--- src/rtl/spi_master_ctrl_pkg.sv ---
// rtl/spi_master_ctrl_pkg.sv - shared widths, op codes and FSM states for spi_master_ctrl
package spi_master_ctrl_pkg;

    localparam int W_SPI = 8;

    typedef enum logic [1:0] {
        SPI_OP_NOP   = 2'b00,
        SPI_OP_WRITE = 2'b01,
        SPI_OP_READ  = 2'b10,
        SPI_OP_XCHG  = 2'b11
    } spi_op_e;

    typedef enum logic [1:0] {
        ST_IDLE  = 2'b00,
        ST_SETUP = 2'b01,
        ST_SHIFT = 2'b10,
        ST_DONE  = 2'b11
    } spi_state_e;

    function automatic logic op_returns_data(spi_op_e op);
        return (op == SPI_OP_READ) || (op == SPI_OP_XCHG);
    endfunction

endpackage

--- src/rtl/spi_master_ctrl_clk_div.sv ---
// rtl/spi_master_ctrl_clk_div.sv - half-period divider producing a one-cycle tick every CLK_DIV clocks
module spi_clk_div #(
    parameter int CLK_DIV = 2
) (
    input  logic clk_i,
    input  logic rst_ni,
    input  logic clr_i,
    output logic tick_o
);

    localparam int CW = $clog2(CLK_DIV + 1);
    localparam logic [CW-1:0] LAST = CW'(CLK_DIV - 1);

    logic [CW-1:0] cnt_q;
    logic [CW-1:0] cnt_d;
    logic          at_last;

    assign at_last = (cnt_q == LAST);
    assign tick_o  = at_last && !clr_i;

    always_comb begin
        cnt_d = cnt_q + CW'(1);
        if (clr_i || at_last) begin
            cnt_d = '0;
        end
    end

    always_ff @(posedge clk_i or negedge rst_ni) begin
        if (!rst_ni) begin
            cnt_q <= '0;
        end else begin
            cnt_q <= cnt_d;
        end
    end

endmodule

--- src/rtl/spi_master_ctrl.sv ---
// rtl/spi_master_ctrl.sv - mode-0 single-byte SPI master; SPI_LOOPBACK_EN samples mosi instead of miso
module spi_master_ctrl
    import spi_master_ctrl_pkg::*;
#(
    parameter int CLK_DIV = 2
) (
    input  logic             clk_i,
    input  logic             rst_ni,
    input  logic             cmd_valid_i,
    input  logic [1:0]       cmd_op_i,
    input  logic [W_SPI-1:0] cmd_wdata_i,
    output logic             cmd_ready_o,
    output logic             busy_o,
    output logic             rsp_valid_o,
    output logic [W_SPI-1:0] rsp_data_o,
    output logic             sclk_o,
    output logic             cs_n_o,
    output logic             mosi_o,
    input  logic             miso_i
);

    spi_state_e       state_q, state_d;
    spi_op_e          op_q, op_d;
    logic [W_SPI-1:0] tx_q, tx_d;
    logic [W_SPI-1:0] rx_q, rx_d;
    logic [W_SPI-1:0] rsp_q, rsp_d;
    logic [2:0]       bit_q, bit_d;
    logic             phase_q, phase_d;
    logic             last_q, last_d;
    logic             tick;
    logic             sample_bit;
    spi_op_e          cmd_op;

    assign cmd_op = spi_op_e'(cmd_op_i);

`ifdef SPI_LOOPBACK_EN
    logic unused_miso;
    assign unused_miso = miso_i;
    assign sample_bit  = tx_q[W_SPI-1];
`else
    assign sample_bit  = miso_i;
`endif

    spi_clk_div #(.CLK_DIV(CLK_DIV)) u_clk_div (
        .clk_i  (clk_i),
        .rst_ni (rst_ni),
        .clr_i  (state_q == ST_IDLE),
        .tick_o (tick)
    );

    assign busy_o     = (state_q != ST_IDLE);
    assign rsp_data_o = rsp_q;

    always_comb begin
        state_d     = state_q;
        op_d        = op_q;
        tx_d        = tx_q;
        rx_d        = rx_q;
        rsp_d       = rsp_q;
        bit_d       = bit_q;
        phase_d     = phase_q;
        last_d      = last_q;
        cmd_ready_o = 1'b0;
        rsp_valid_o = 1'b0;
        cs_n_o      = 1'b1;
        sclk_o      = 1'b0;
        mosi_o      = 1'b0;

        case (state_q)
            ST_IDLE: begin
                cmd_ready_o = 1'b1;
                if (cmd_valid_i && (cmd_op != SPI_OP_NOP)) begin
                    tx_d    = (cmd_op == SPI_OP_READ) ? '0 : cmd_wdata_i;
                    op_d    = cmd_op;
                    rx_d    = '0;
                    bit_d   = '0;
                    phase_d = 1'b0;
                    last_d  = 1'b0;
                    state_d = ST_SETUP;
                end
            end
            ST_SETUP: begin
                cs_n_o = 1'b0;
                mosi_o = tx_q[W_SPI-1];
                if (tick) begin
                    // leaving SETUP is the first sclk rise
                    rx_d    = {rx_q[W_SPI-2:0], sample_bit};
                    phase_d = 1'b0;
                    state_d = ST_SHIFT;
                end
            end
            ST_SHIFT: begin
                cs_n_o = 1'b0;
                sclk_o = !phase_q;
                mosi_o = tx_q[W_SPI-1];
                if (tick) begin
                    if (!phase_q) begin
                        tx_d    = {tx_q[W_SPI-2:0], 1'b0};
                        bit_d   = bit_q + 3'd1;
                        last_d  = (bit_q == 3'd7);
                        phase_d = 1'b1;
                    end else begin
                        // end of a low half: either the next rise or, after the 8th fall, the end of the frame
                        phase_d = 1'b0;
                        if (last_q) begin
                            if (op_returns_data(op_q)) begin
                                rsp_d = rx_q;
                            end
                            state_d = ST_DONE;
                        end else begin
                            rx_d = {rx_q[W_SPI-2:0], sample_bit};
                        end
                    end
                end
            end
            ST_DONE: begin
                rsp_valid_o = op_returns_data(op_q);
                state_d     = ST_IDLE;
            end
            default: state_d = ST_IDLE;
        endcase
    end

    always_ff @(posedge clk_i or negedge rst_ni) begin
        if (!rst_ni) begin
            state_q <= ST_IDLE;
            op_q    <= SPI_OP_NOP;
            tx_q    <= '0;
            rx_q    <= '0;
            rsp_q   <= '0;
            bit_q   <= '0;
            phase_q <= 1'b0;
            last_q  <= 1'b0;
        end else begin
            state_q <= state_d;
            op_q    <= op_d;
            tx_q    <= tx_d;
            rx_q    <= rx_d;
            rsp_q   <= rsp_d;
            bit_q   <= bit_d;
            phase_q <= phase_d;
            last_q  <= last_d;
        end
    end

endmodule
--- config.mk ---
export PLATFORM = sky130hd
export DESIGN_NAME = spi_master_ctrl
export DESIGN_NICKNAME = d
export VERILOG_FILES = /design/src/rtl/spi_master_ctrl_pkg.sv /design/src/rtl/spi_master_ctrl_clk_div.sv /design/src/rtl/spi_master_ctrl.sv
export SDC_FILE = /design/constraint.sdc
export NUM_CORES = 1
export LEC_CHECK = 0
export CORE_UTILIZATION = 35
export DETAILED_ROUTE_END_ITERATION = 8
export HOLD_SLACK_MARGIN = 0.05
export PLACE_DENSITY = 0.53
export RECOVER_POWER = 50
export SLEW_MARGIN = 20
export SYNTH_ARGS = -nofsm -noshare
export SYNTH_HDL_FRONTEND = slang
export SYNTH_SLANG_ARGS = --single-unit
--- constraint.sdc ---
create_clock -name clk_i -period 2.2 [get_ports clk_i]
set_input_delay 0.33 -clock clk_i [delete_from_list [all_inputs] [get_ports clk_i]]
set_output_delay 0.33 -clock clk_i [all_outputs]
set_load 0.01 [all_outputs]
# ---- Word level (Yosys, flattened, before mapping)
# Cells that the tools add are included.
dict set report op_classes {
  reduce_logical 18
  addsub 2
  muxes 35
  n_eq_ne 15
}
# op n
set op_table {}
lappend op_table {{$mux W8} 9}
lappend op_table {{$pmux W8 S3} 1}
lappend op_table {{$pmux W8 S2} 1}
lappend op_table {{$ne A2 B2 Y1 const B} 7}
lappend op_table {{$mux W2} 6}
lappend op_table {{$mux W1} 11}
lappend op_table {{$eq A2 B2 Y1 const B} 5}
lappend op_table {{$reduce_and A5 Y1} 2}
lappend op_table {{$mux W3} 3}
lappend op_table {{$pmux W2 S4} 1}
lappend op_table {{$reduce_and A4 Y1} 2}
lappend op_table {{$pmux W3 S2} 1}
lappend op_table {{$reduce_and A6 Y1} 1}
lappend op_table {{$reduce_bool A2 Y1} 3}
lappend op_table {{$eq A2 B1 Y1 const B} 2}
lappend op_table {{$add A3 B1 Y3 const B} 1}
lappend op_table {{$eq A3 B3 Y1 const B} 1}
lappend op_table {{$pmux W1 S3} 1}
lappend op_table {{$reduce_bool A3 Y1} 1}
lappend op_table {{$add A2 B1 Y2 const B} 1}
lappend op_table {{$logic_and A1 B1 Y1} 2}
lappend op_table {{$logic_not A1 Y1} 2}
lappend op_table {{$logic_not A2 Y1} 1}
lappend op_table {{$logic_or A1 B1 Y1} 2}
lappend op_table {{3 further kinds} 3}
dict set report totals {
  elab_cells 79
  ff_bits 35
}

# ---- Logic depth before layout (Yosys ltp)
dict set report logic_depth {
  depth_word 5
  ltp_mapped 8
  depth_no_buf 6
}

# ---- Cells and area by module
# From an unflattened synthesis, not the netlist that was laid out.
dict set report hier_totals {
  cells_unflattened 146
  area_unflattened_um2 1675.4
}
# mod seq_area_each_um2 area_each_um2 instances cells_per_inst
set modules_own_cells {}
lappend modules_own_cells {spi_master_ctrl 800.8 1587.8 1 139}
lappend modules_own_cells {spi_clk_div 50.0 87.6 1 7}

# ---- Worst setup path after synthesis
# No wires, ideal clock.
dict set report synth_path {
  path_kind {register to register}
  startpoint {register state_q[0]}
  endpoint {register rx_q[0]}
  required_time_ns 2.079
  t_arrival_ns 1.613
  slack_ns 0.466
  synth_period_minus_slack_ns 1.734
  stages_incl_launch_ff 7
  path_cell_list {dfrtp_1 inv_1 ha_1 or2_4 a221oi_4 nand2_4 a22o_1}
}
dict set report synth_via {
  elab_chain_cells 5
  word_cells_on_any_way 13
}
# element line
set synth_rtl {}
lappend synth_rtl {{from (decl)} spi_master_ctrl.sv:22} ;# spi_state_e state_q, state_d;
lappend synth_rtl {{from (signal assigned)} spi_master_ctrl.sv:135} ;# state_q <= state_d;
lappend synth_rtl {{$logic_not A2 Y1} {spi_master_ctrl.sv:47, spi_master_ctrl.sv:69}}
lappend synth_rtl {{$logic_not A1 Y1} spi_master_ctrl_clk_div.sv:19} ;# assign tick_o = at_last && !clr_i;
lappend synth_rtl {{$logic_and A1 B1 Y1} spi_master_ctrl_clk_div.sv:19}
lappend synth_rtl {{$ne A2 B2 Y1 (no line)} --}
lappend synth_rtl {{$reduce_and A6 Y1 (no line)} --}
lappend synth_rtl {{to (signal assigned)} spi_master_ctrl.sv:138} ;# rx_q <= rx_d;
lappend synth_rtl {{to (decl)} spi_master_ctrl.sv:25} ;# logic [W_SPI-1:0] rx_q, rx_d;
# Several ways; a longest one is shown, not always the timed one.
# A chain may end at the register's enable or synchronous reset.

# ---- Final worst setup path
dict set report layout_path {
  startpoint {register state_q[1]}
  endpoint {output port mosi_o}
}
dict set report layout_via {
  elab_chain_cells 3
  word_cells_on_any_way 4
}
# element line
set layout_rtl {}
lappend layout_rtl {{$eq A2 B2 Y1 or $eq A2 B1 Y1 (tied branches)} spi_master_ctrl.sv:69} ;# case (state_q)
lappend layout_rtl {{$reduce_or A2 Y1 (no line) *} --}
lappend layout_rtl {{$mux W1 *} spi_master_ctrl.sv:69}
lappend layout_rtl {{to (decl)} spi_master_ctrl.sv:18} ;# output logic mosi_o,
# Every way passes the cells marked *; elsewhere a longest branch is shown, timed or not.

==> qor.yml <==
status: "finished, final reports clean"
crit_fanout: 10
grt_pass1_wl_mm: 5.67
total_power_uw: 2680
grt_antenna_before_repair: 0
start_kind: "flip-flop"
clock_latency_ns: 0.28
fin_nets: 208
syn_nets: 177
critPathTopFamily: "buffers and inverters"
dpl.hpwl_mm: 2.30
ir_drop_mv: 0.902
critPathKind: "reg -> out"
synth.area.top_cells: "dfrtp_1 (50%), ha_1 (6.7%), mux2_2 (5.3%), nand2_1 (4.2%), a22o_1 (4.2%)"
die-height_um: 71.4
globalplace.congestion: 0.907
p_per_area_mw_per_mm2: 1260
drcViolationCount: 0
worstPathRequired_ns: 1.87
path_buf_inv: 2
seq_area_um2: 851
clock_skew_ns: 0.00527
hp-class: "reg -> reg"
tightest_slew_ns: 0.815
ant_nets: 0
cts_sinks: 34
yosysMostFrequentCell: "dfrtp_1"
syn_avg_cell_area_um2: 11.0
finalCritPeriodShare_pct: 96.5
synth-main-ff-cell: "dfrtp_1"
clkTransAtPathRegs_ns: 0.06
synth-async-reset-ratio_pct: 100
fillers: 453
yosysSeqAreaShare_pct: 50.4
antenna_cells: 0
initial_core_util_pct: 37.4
cts-root-buf: "clkbuf_8"
leakagePower_uw: 0.000997
cp_slowest_cell: "clkdlybuf4s50_1"
hold_viol: 0
dpl.cell_count: 230
postCtsSetupBuffers: 0
wl_mm: 3.25
finalSetupViolations: 0
slowest_delay_ns: 0.52
drt_iter0_markers: 86
design.core.area_mm2: 0.00450
grt_max_degree: 35
wl_per_cell_um: 13.7
h-tree-depth: 2
stdcell_area_mm2: 0.00212
placed_cell_area_mm2: 0.00201
grt-ovfl-total: 0
yosysUniqueCellTypes: 32
vias: 1191
syn_area_mm2: 0.00169
synth_warnings: 0
netlist.area_leader.share_pct: 50.4
rsz0062_at_grt: "yes"
multiInputGateArea_um2: 806
port_buffers: 27
yosys.area.top_type: "dfrtp_1"
cts-root-to-sink-buffers: 2
cts_tree: "built"
dr.pass1.iters: 4
viasPerCell: 5.03
io_pins: 28
cp.arrival_ns: 1.79
drv_cap: 0
synth_edf_count: 0
die_w_um: 71.4
cp-end-kind: "primary output"
fp-row-count: 24
cts_buffers: 5
grt_use_total_pct: 14.7
grt_pass1_vias: 1214
slew_headroom_pct: 45.7
synth_common_cells: "dfrtp_1 (34), nand2_1 (19), o21ai_0 (12)"
ys_ff_latch: 34
synth_cells: 154
layout-drive-gt1-share_pct: 15.7
die_area_mm2: 0.00510
path_cells: "inv_1 -> ha_4 -> and2_1 -> clkdlybuf4s50_1"
max_freq_mhz: 471
min_period_ns: 2.12
drv_slew: 0
final_cells: 237
areaGrowthSynthToFinish_pct: 25.7
[worst reg2reg max path, cell delays in order, from the launching register on]
cell and delay [ns]:
dfrtp_1 0.39, inv_1 0.13, ha_1 0.23, clkbuf_1 0.25
a221oi_4 0.39, nand2_4 0.13, a22o_1 0.26
[through the flow]
| stage | hold WS, ns | worst slack, ns | util, % | TNS, ns |
|---|---|---|---|---|
| finish | 0.452 | 0.0761 | 47.1 | 0 |
| global placement | 0.425 | 0.231 | 44.7 | 0 |
| floorplan | 0.0344 | 0.466 | - | 0 |
| global route | 0.466 | -0.0274 | 47.1 | -0.0274 |
| detailed placement | 0.443 | 0.152 | 44.7 | 0 |
| CTS | 0.452 | -0.0580 | 46.6 | -0.0859 |
[kinds of logic after synthesis]
family          after synthesis  share of synthesized area, %
simple gates                 53                          17.2
compound gates               35                          15.9
flops                        34                          50.4
buf+inv                      14                          3.86
mux                           9                          5.93
fa+ha+maj                     9                          6.68
[per-layer routing]
metal / routed length, um / share of wire [%] / GRT usage (%)
met5: 0 / 0 / 0
met4: 38 / 1.2 / 4.67
met3: 125 / 3.8 / 5.34
met2: 1490 / 46 / 22.9
met1: 1600 / 49 / 19.0
[sequential cells by signal, indices dropped and copies added, names as in the netlist]
| signal | count |
|---|---|
| bit_q | 3 |
| last_q | 1 |
| op_q | 1 |
| phase_q | 1 |
| rsp_data_o | 8 |
| rx_q | 8 |
| state_q | 2 |
| tx_q | 8 |
| u_clk_div.cnt_q | 2 |
[path summary, 6_finish.rpt]
| kind | from | endpoint | slack, ns | cells past startpoint |
|---|---|---|---|---|
| setup / recovery | state_q[1] | mosi_o | 0.08 | 4 |
| hold / removal | u_clk_div.cnt_q[0] | u_clk_div.cnt_q[0] | 0.45 | 1 |
| setup reg to reg | state_q[1] | rx_q[0] | 0.31 | 6 |
| hold reg to reg | u_clk_div.cnt_q[0] | u_clk_div.cnt_q[0] | 0.45 | 1 |
| max in group asynchronous | rst_ni | state_q[0] | 1.02 | 2 |
| min in group asynchronous | rst_ni | tx_q[5] | 0.66 | 2 |
[power breakdown]
| group | internal, uW | total, uW | switching [uW] |
|---|---|---|---|
| logic | 599 | 1340 | 739 |
| registers | 799 | 914 | 114 |
| clock network | 212 | 429 | 217 |
[placed cells by master, fill, tap and decap left out, types with 3 or more instances in the layout]
cell type	Yosys	routed
clkbuf_8	0	5
o21ai_1	3	3
dfrtp_1	34	34
ha_1	9	7
inv_1	6	5
nor2b_1	7	6
dlygate4sd3_1	0	4
mux2_2	8	8
nand2b_1	3	3
nand3_1	3	3
clkdlybuf4s50_1	0	23
o21ai_0	12	12
nand2_1	19	19
and3_1	8	8
a22oi_1	8	8
a22o_1	8	8
[area by class of cell]
class / count / share of cell area, %
Clock inverter: 2 / 0.472
Timing Repair Buffer: 31 / 13.9
Tap cell: 52 / 3.07
Sequential cell: 34 / 40.1
Clock buffer: 5 / 3.24
Inverter: 7 / 1.24
Multi-Input combinational cell: 106 / 38.0
[repair_timing]
item                                    CTS  global route
hold buffers                              0             0
endpoints found under the setup margin    3            15
resized for setup                         2             5
(Power assumes the default switching activity.)
